===== config.mk =====
export PLATFORM = sky130hd
export DESIGN_NAME = instr_fetch_unit
export DESIGN_NICKNAME = d
export VERILOG_FILES = /design/src/rtl/instr_fetch_unit.sv
export SDC_FILE = /design/constraint.sdc
export NUM_CORES = 1
export LEC_CHECK = 0
export ABC_AREA = 1
export CORE_MARGIN = 2
export CORE_UTILIZATION = 48
export CTS_BUF_LIST = sky130_fd_sc_hd__clkbuf_4
export CTS_CLUSTER_DIAMETER = 100
export DETAILED_ROUTE_END_ITERATION = 16
export MAX_ROUTING_LAYER = met4
export PLACE_DENSITY_LB_ADDON = 0.25
export RECOVER_POWER = 100
export SLEW_MARGIN = 10
export SYNTH_ARGS = -nofsm -noshare
export SYNTH_HDL_FRONTEND = slang
export SYNTH_SLANG_ARGS = --single-unit

===== constraint.sdc =====
create_clock -name clk -period 2.9 [get_ports clk]
set_input_delay 0.58 -clock clk [delete_from_list [all_inputs] [get_ports clk]]
set_output_delay 0.58 -clock clk [all_outputs]
set_load 0.03 [all_outputs]

===== src/rtl/instr_fetch_unit.sv =====
// instr_fetch_unit: PC + 1-cycle imem fetch with stall/branch handling; IFU_HALT_ON_ZERO_EN adds halt-on-zero-word
module instr_fetch_unit #(
  parameter int ADDR_W = 32,
  parameter logic [ADDR_W-1:0] RESET_PC = '0,
  parameter logic [ADDR_W-1:0] PC_STEP = 1
) (
  input  logic              clk,
  input  logic              rst,
  input  logic              stall,
  input  logic              branch_taken,
  input  logic [ADDR_W-1:0] branch_target,
  output logic [ADDR_W-1:0] imem_addr,
  input  logic [31:0]       imem_data,
  output logic [31:0]       instr,
  output logic [ADDR_W-1:0] instr_pc,
`ifdef IFU_HALT_ON_ZERO_EN
  output logic              halted,
`endif
  output logic              instr_valid
);
  logic [ADDR_W-1:0] pc_q, pc_d, req_pc_q, req_pc_d;
  logic              req_valid_q, req_valid_d, hold, zero_hit;
`ifdef IFU_HALT_ON_ZERO_EN
  logic halted_q, halted_d;
  assign hold     = halted_q;
  assign zero_hit = req_valid_q & ~|imem_data;
  assign halted   = halted_q;
  always_comb halted_d = branch_taken ? 1'b0 : halted_q | (~stall & zero_hit);
  always_ff @(posedge clk) halted_q <= rst ? 1'b0 : halted_d;
`else
  assign hold     = 1'b0;
  assign zero_hit = 1'b0;
`endif
  assign imem_addr   = (hold | ~stall | branch_taken) ? pc_q : req_pc_q;
  assign instr       = imem_data;
  assign instr_pc    = req_pc_q;
  assign instr_valid = req_valid_q & ~branch_taken;
  always_comb begin
    pc_d        = pc_q;
    req_pc_d    = req_pc_q;
    req_valid_d = req_valid_q;
    if (branch_taken) begin
      pc_d        = branch_target;
      req_valid_d = 1'b0;
    end else if (!stall && !hold && zero_hit) begin
      req_valid_d = 1'b0;
    end else if (!stall && !hold) begin
      req_pc_d    = pc_q;
      req_valid_d = 1'b1;
      pc_d        = pc_q + PC_STEP;
    end
  end
  always_ff @(posedge clk) begin
    if (rst) begin
      pc_q        <= RESET_PC;
      req_pc_q    <= RESET_PC;
      req_valid_q <= 1'b0;
    end else begin
      pc_q        <= pc_d;
      req_pc_q    <= req_pc_d;
      req_valid_q <= req_valid_d;
    end
  end
endmodule

==> results of run 1 <==
## cells in the mapped netlist, drive strengths merged
master,n
nand2,152
nor2,81
o21ai,69
inv,68
dfxtp,65
buf,44
nand3,36
a21oi,21
clkbuf,17
nor3,16
a211oi,9
nand4,7
a31oi,6
nand3b,5
xor2,3
o2111ai,2
o211ai,2
a21boi,1
a221oi,1
clkinv,1
ha,1
o221ai,1
## report_power, final
part | total (mW) | internal, mW | switching, mW
registers | 0.998 | 0.946 | 0.0517
logic | 0.470 | 0.170 | 0.299
clock network | 0.700 | 0.374 | 0.326
total | 2.17 | 1.49 | 0.677
## repair_timing
item,CTS,global route
setup endpoints to repair,0,2
hold buffers,0,0
gates resized for setup,0,2
## worst max path at each step
| stage | end | slack [ns] | depth (start not counted) |
|---|---|---|---|
| after floorplan | imem_addr[17] | 0.49 | 5 |
| after global placement | imem_addr[12] | 0.12 | 7 |
| after detailed placement | imem_addr[1] | 0.09 | 7 |
| after CTS | imem_addr[1] | 0.08 | 6 |
| after global routing | imem_addr[28] | 0.02 | 7 |
| final | imem_addr[6] | 0.13 | 6 |
## sequential cells by signal, summed over array words and instances, names as in the netlist
signal / flops
instr_pc: 32
pc_q: 32
req_valid_q: 1
## layout make-up
cell class / count / area [sq um]
timing repair buffer: 112 / 937.1
clock buffer: 12 / 90.09
sequential: 65 / 1301
multi-input combinational: 413 / 1976
clock inverter: 4 / 67.56
fill: 752 / 3049
tap: 102 / 127.6
inverter: 69 / 259.0
## per-layer routing
layer / wire [um] / part of all wire (%) / track usage, %
met3: 767 / 6.9 / 5.217
met1: 5099 / 46 / 34.90
met4: 188 / 1.7 / 8.937
met5: 0 / 0 / -
met2: 5100 / 46 / 41.25
## per-stage QoR
step	utilization, %	std cells	hold WS [ns]
6_report	60.95	777	0.4861
5_1_grt	60.95	777	0.5175
4_1_cts	62.12	777	0.4897
3_5_place_dp	60.10	761	0.4707
3_3_place_gp	60.10	761	0.4682
2_1_floorplan	-	608	0.4901
## cell families after synthesis
group | Yosys count
flip-flops | 65
buffers and inverters | 130
AND/OR/NAND/NOR | 297
AO/OA/AOI/OAI | 112
adder cells (fa/ha/maj) | 1
XOR/XNOR | 3
## tightest hold or removal path: stages, from the launching register on
cell and delay, ns:
dfxtp_1 0.33, nand2_1 0.06, a21oi_1 0.05
==> impl_metrics.py, run 1 <==
metrics = {
    "route": {
        "routed_wirelength_mm": 11.15,
        "antenna_violating_nets_post_route": 0,
        "routed-via-count": 4129,
        "drt_first_iter_violations": 174,
        "routed_wire_length_per_instance_um": 14.36,
        "dr.pass1.iters": 4,
        "remaining_drc_errors": 0,
        "vias_per_cell": 5.314,
    },
    "clock_network": {
        "cts-root-buf": "clkbuf_4",
        "cts.reportedPaths.clkPinSlew_ns": 0.09,
        "cts.htree.levels": 3,
        "tritoncts_num_sinks": 65,
        "cts_setup_buffers": 0,
        "cts_inserted_buffers": 9,
        "clock_latency_ns": 0.42,
        "tritoncts": "built",
        "cts-root-to-sink-buffers": 2,
    },
    "power": {
        "leakage_power_figure_nw": 2.076,
        "total_power_mw": 2.167,
        "max_vdd_drop_uv": 258.6,
        "power_density_nw_per_um2": 455.5,
    },
    "layout": {
        "antenna-diode-count": 0,
        "synthToLayoutAreaGrowth_pct": 21.62,
        "most-common-layout-cells": "nand2_1 (146), nor2_1 (69), inv_1 (65), dfxtp_1 (65), o21ai_0 (60)",
        "finish.net_count": 739,
        "final_common_cell": "nand2_1",
        "post_route_cells_drive_above_1_share_pct": 11.26,
        "layout_cell_area_excl_fill_sq_um": 4758,
    },
    "synth": {
        "synth_area_leaders": "dfxtp_1 (33%), nand2_1 (14%), o21ai_0 (7.5%)",
        "yosysSeqAreaShare_pct": 33.26,
        "synth_compound_area_share_pct": 15.67,
        "post_synth_fa_ha_maj_area_fraction_pct": 0.3198,
        "postSynthNetCount": 677,
        "synth.yosys.warnings": 0,
        "xor_xnor_share_of_the_synthesized_area_pct": 0.6716,
        "synth-simple-area-share_pct": 33.83,
        "avgSynthCellArea_sq_um": 6.435,
        "postSynthRegisterBits": 65,
        "synth_top_family_by_area": "simple AND/OR/NAND/NOR gates",
        "synthDominantCellAreaShare_pct": 33.26,
        "netlist_area_sq_um": 3913,
        "yosys.cell_types.count": 33,
        "syn-instance-count": 608,
        "netlist.top_cell.by_area": "dfxtp_1",
        "post_synth_mux_area_share_pct": 0,
    },
    "grt": {
        "initial_antenna_violation_count": 0,
        "first_global_vias": 3945,
        "grt_first_pass_wirelength_mm": 18.23,
        "pin_count_of_the_biggest_net_entering_global_routing": 64,
        "globalRoute.totalOverflow": 0,
        "global_route.usage.total_pct": 26.62,
    },
    "timing": {
        "slew_headroom_pct": 16.61,
        "period_minus_slack_ns": 2.772,
        "rsz_0062_raised_after_global_routing": "false",
        "tightest_slew_ns": 1.251,
        "clock_skew_ns": 0.01662,
        "setup_viol": 0,
        "final.setup.tns_ns": 0,
        "setup_ws_ns": 0.1279,
        "final-max-slew-violation-count": 0,
        "fmax_ghz": 0.3607,
        "final_min_period_over_clock_period_pct": 95.59,
        "hold_viol": 0,
    },
    "worst_setup_path": {
        "cp_top_family": "buffers and inverters",
        "cp-startpoint": "branch_taken",
        "critical_path.reg2reg.startpoint": "pc_q[2]",
        "ff2ff_path_depth": 9,
        "cp_endpoint_kind": "output pin",
        "critical_path.slowest_cell": "clkdlybuf4s50_1",
        "worstPathMaxFanout": 9,
        "rr_endpoint": "pc_q[29]",
        "worst_setup_path_type": "input pin to output pin",
        "timing.critical_path.arrival_ns": 2.19,
        "timing.critical_path.slowest_cell_delay_ns": 0.67,
        "r2r_slack_ns": 1.15,
        "path_cells": "clkdlybuf4s50_1 -> nor2_4 -> inv_2 -> nand2_1 -> nand2_1 -> clkdlybuf4s50_1",
        "critical_path_required_ns": 2.32,
        "timing.critical_path.buf_inv": 3,
        "worst_setup_path_start_kind": "input pin",
    },
    "placed_design": {
        "dp_slack_ns": 0.08967,
        "placement.io_buffers": 100,
        "dpl-instance-area_sq_um": 4692,
        "place_congestion": 0.9314,
        "detailed_place_hpwl_mm": 7.995,
    },
    "floorplan": {
        "pin_count": 165,
        "height_of_the_die_um": 94.29,
        "die_w_um": 94.29,
        "die_outline_area_sq_um": 8890,
        "num_rows": 32,
        "core_region_area_sq_um": 7807,
        "initial_core_util_pct": 50.11,
    },
    "job": {
        "max_cap_viol_count": 0,
    },
    "worst_hold_path": {
        "worst_hold_path.num_cells": 2,
        "min-delay-start": "instr_pc[15]",
        "min_delay_worst_endpoint": "instr_pc[15]",
        "holdCritPathClass": "register to register",
    },
    "status": {
        "run_status": "finished clean",
    },
}
Power figures use the tool's default switching activity.
==> inputs of run 2 (changes only) <==
- CTS_CLUSTER_DIAMETER: 100 -> 40
==> results of run 2 <==
Same layout as run 1: the final DEF is identical, and so are final timing and power.
==> inputs of run 3 (changes only) <==
- CORE_ASPECT_RATIO: not set -> 0.75
==> impl_metrics.py, run 3 (synthesis gave the netlist of run 1 again) <==
metrics = {
    "status": {
        "run_status": "finished clean",
    },
    "route": {
        "remaining_drc_errors": 0,
        "vias_per_cell": 5.249,
        "antenna_violating_nets_post_route": 0,
        "routed_wire_length_per_instance_um": 14.44,
        "routed_wirelength_mm": 11.25,
        "drt_first_iter_violations": 268,
        "dr.pass1.iters": 5,
        "routed-via-count": 4089,
    },
    "worst_hold_path": {
        "holdCritPathClass": "register to register",
    },
    "clock_network": {
        "tritoncts_num_sinks": 65,
        "cts_hold_buf": 0,
        "cts-root-to-sink-buffers": 2,
        "cts_inserted_buffers": 9,
        "cts.reportedPaths.clkPinSlew_ns": 0.11,
        "tritoncts": "built",
        "cts.htree.levels": 3,
        "clock_latency_ns": 0.43,
        "cts-root-buf": "clkbuf_4",
        "cts_setup_buffers": 0,
        "post_cts_repair_resize_count": 0,
    },
    "placed_design": {
        "place_congestion": 0.9050,
        "dpl-instance-area_sq_um": 4696,
        "placement.io_buffers": 100,
        "dpl.cell_count": 764,
        "detailed_place_hpwl_mm": 7.960,
        "dp_slack_ns": 0.1779,
    },
    "timing": {
        "final_min_period_over_clock_period_pct": 96.32,
        "setup_ws_ns": 0.1067,
        "hold_viol": 0,
        "slew_headroom_pct": 47.88,
        "worst_hold_margin_ns": 0.4901,
        "final.setup.tns_ns": 0,
        "tightest_slew_ns": 0.7817,
        "rsz_0062_raised_after_global_routing": "false",
        "fmax_ghz": 0.3580,
        "clock_skew_ns": 0.01276,
        "period_minus_slack_ns": 2.793,
        "final-max-slew-violation-count": 0,
        "setup_viol": 0,
    },
    "worst_setup_path": {
        "critical_path.slowest_cell": "dlygate4sd3_1",
        "worst_setup_path_type": "input pin to output pin",
        "cp_top_family": "buffers and inverters",
        "worst_setup_path_start_kind": "input pin",
        "critical_path_required_ns": 2.32,
        "cp_endpoint_kind": "output pin",
        "path_cells": "clkdlybuf4s50_1 -> inv_2 -> nor2_4 -> nand2_1 -> nand2_1 -> dlygate4sd3_1",
        "cp_common_cell": "nand2_1",
        "worstPathMaxFanout": 6,
        "timing.critical_path.slowest_cell_delay_ns": 0.75,
        "timing.critical_path.arrival_ns": 2.21,
        "r2r_slack_ns": 1.11,
        "timing.critical_path.buf_inv": 3,
    },
    "grt": {
        "grt_first_pass_wirelength_mm": 17.97,
        "global_route.usage.total_pct": 26.69,
        "first_global_vias": 3733,
        "initial_antenna_violation_count": 0,
        "globalRoute.totalOverflow": 0,
        "pin_count_of_the_biggest_net_entering_global_routing": 64,
    },
    "layout": {
        "antenna-diode-count": 0,
        "post_route_cells_drive_above_1_share_pct": 11.42,
        "synthToLayoutAreaGrowth_pct": 21.04,
        "finalCoreUtilization_pct": 60.08,
        "layout.cells.non_filler": 779,
        "finish.net_count": 739,
        "most-common-layout-cells": "nand2_1 (146), nor2_1 (70), dfxtp_1 (65)",
        "layout_cell_area_excl_fill_sq_um": 4736,
        "final_common_cell": "nand2_1",
    },
    "floorplan": {
        "core_region_area_sq_um": 7883,
        "height_of_the_die_um": 82.19,
        "num_rows": 28,
        "die_w_um": 108.3,
        "die_outline_area_sq_um": 8897,
        "initial_core_util_pct": 49.63,
        "pin_count": 165,
    },
    "job": {
        "max_cap_viol_count": 0,
    },
    "power": {
        "power_density_nw_per_um2": 437.0,
        "leakage_power_figure_nw": 2.061,
        "total_power_mw": 2.069,
        "max_vdd_drop_uv": 182.8,
    },
}
[run 3: worst min-delay path: stages (launching register included)]
cell	delay [ns]
dfxtp_1	0.34
nand2_1	0.06
a21oi_1	0.05
[run 3: final cells by class]
class                   instances  area, sq um
multi-input cells             413         1968
clock buffers                  10        75.07
clock inverters                 5        47.55
inverters                      69        259.0
fillers                       788         3147
flip-flops and latches         65         1301
repair buffers                112        953.4
well taps                     105        131.4
[run 3: final timing paths]
path	startpoint	to	depth (start not counted)
hold reg to reg	instr_pc[28]	instr_pc[28]	2
setup / recovery	stall	imem_addr[6]	6
setup reg to reg	pc_q[1]	pc_q[12]	10
hold / removal	instr_pc[28]	instr_pc[28]	2
[run 3: where the power goes]
group | internal, mW | total, mW | leakage [nW] | switching (mW)
registers | 0.946 | 0.998 | 0.535 | 0.0522
logic | 0.171 | 0.472 | 1.45 | 0.300
clock network | 0.260 | 0.600 | 0.0711 | 0.340
[run 3: per-layer routing]
metal  GRT usage (%)  routed length (um)  up-vias
li1                -                   -     2052
met1           36.00                5362     1860
met2           39.87                4789      163
met3           7.064                 996       14
met4           6.923                  97        0
met5               -                   0        -
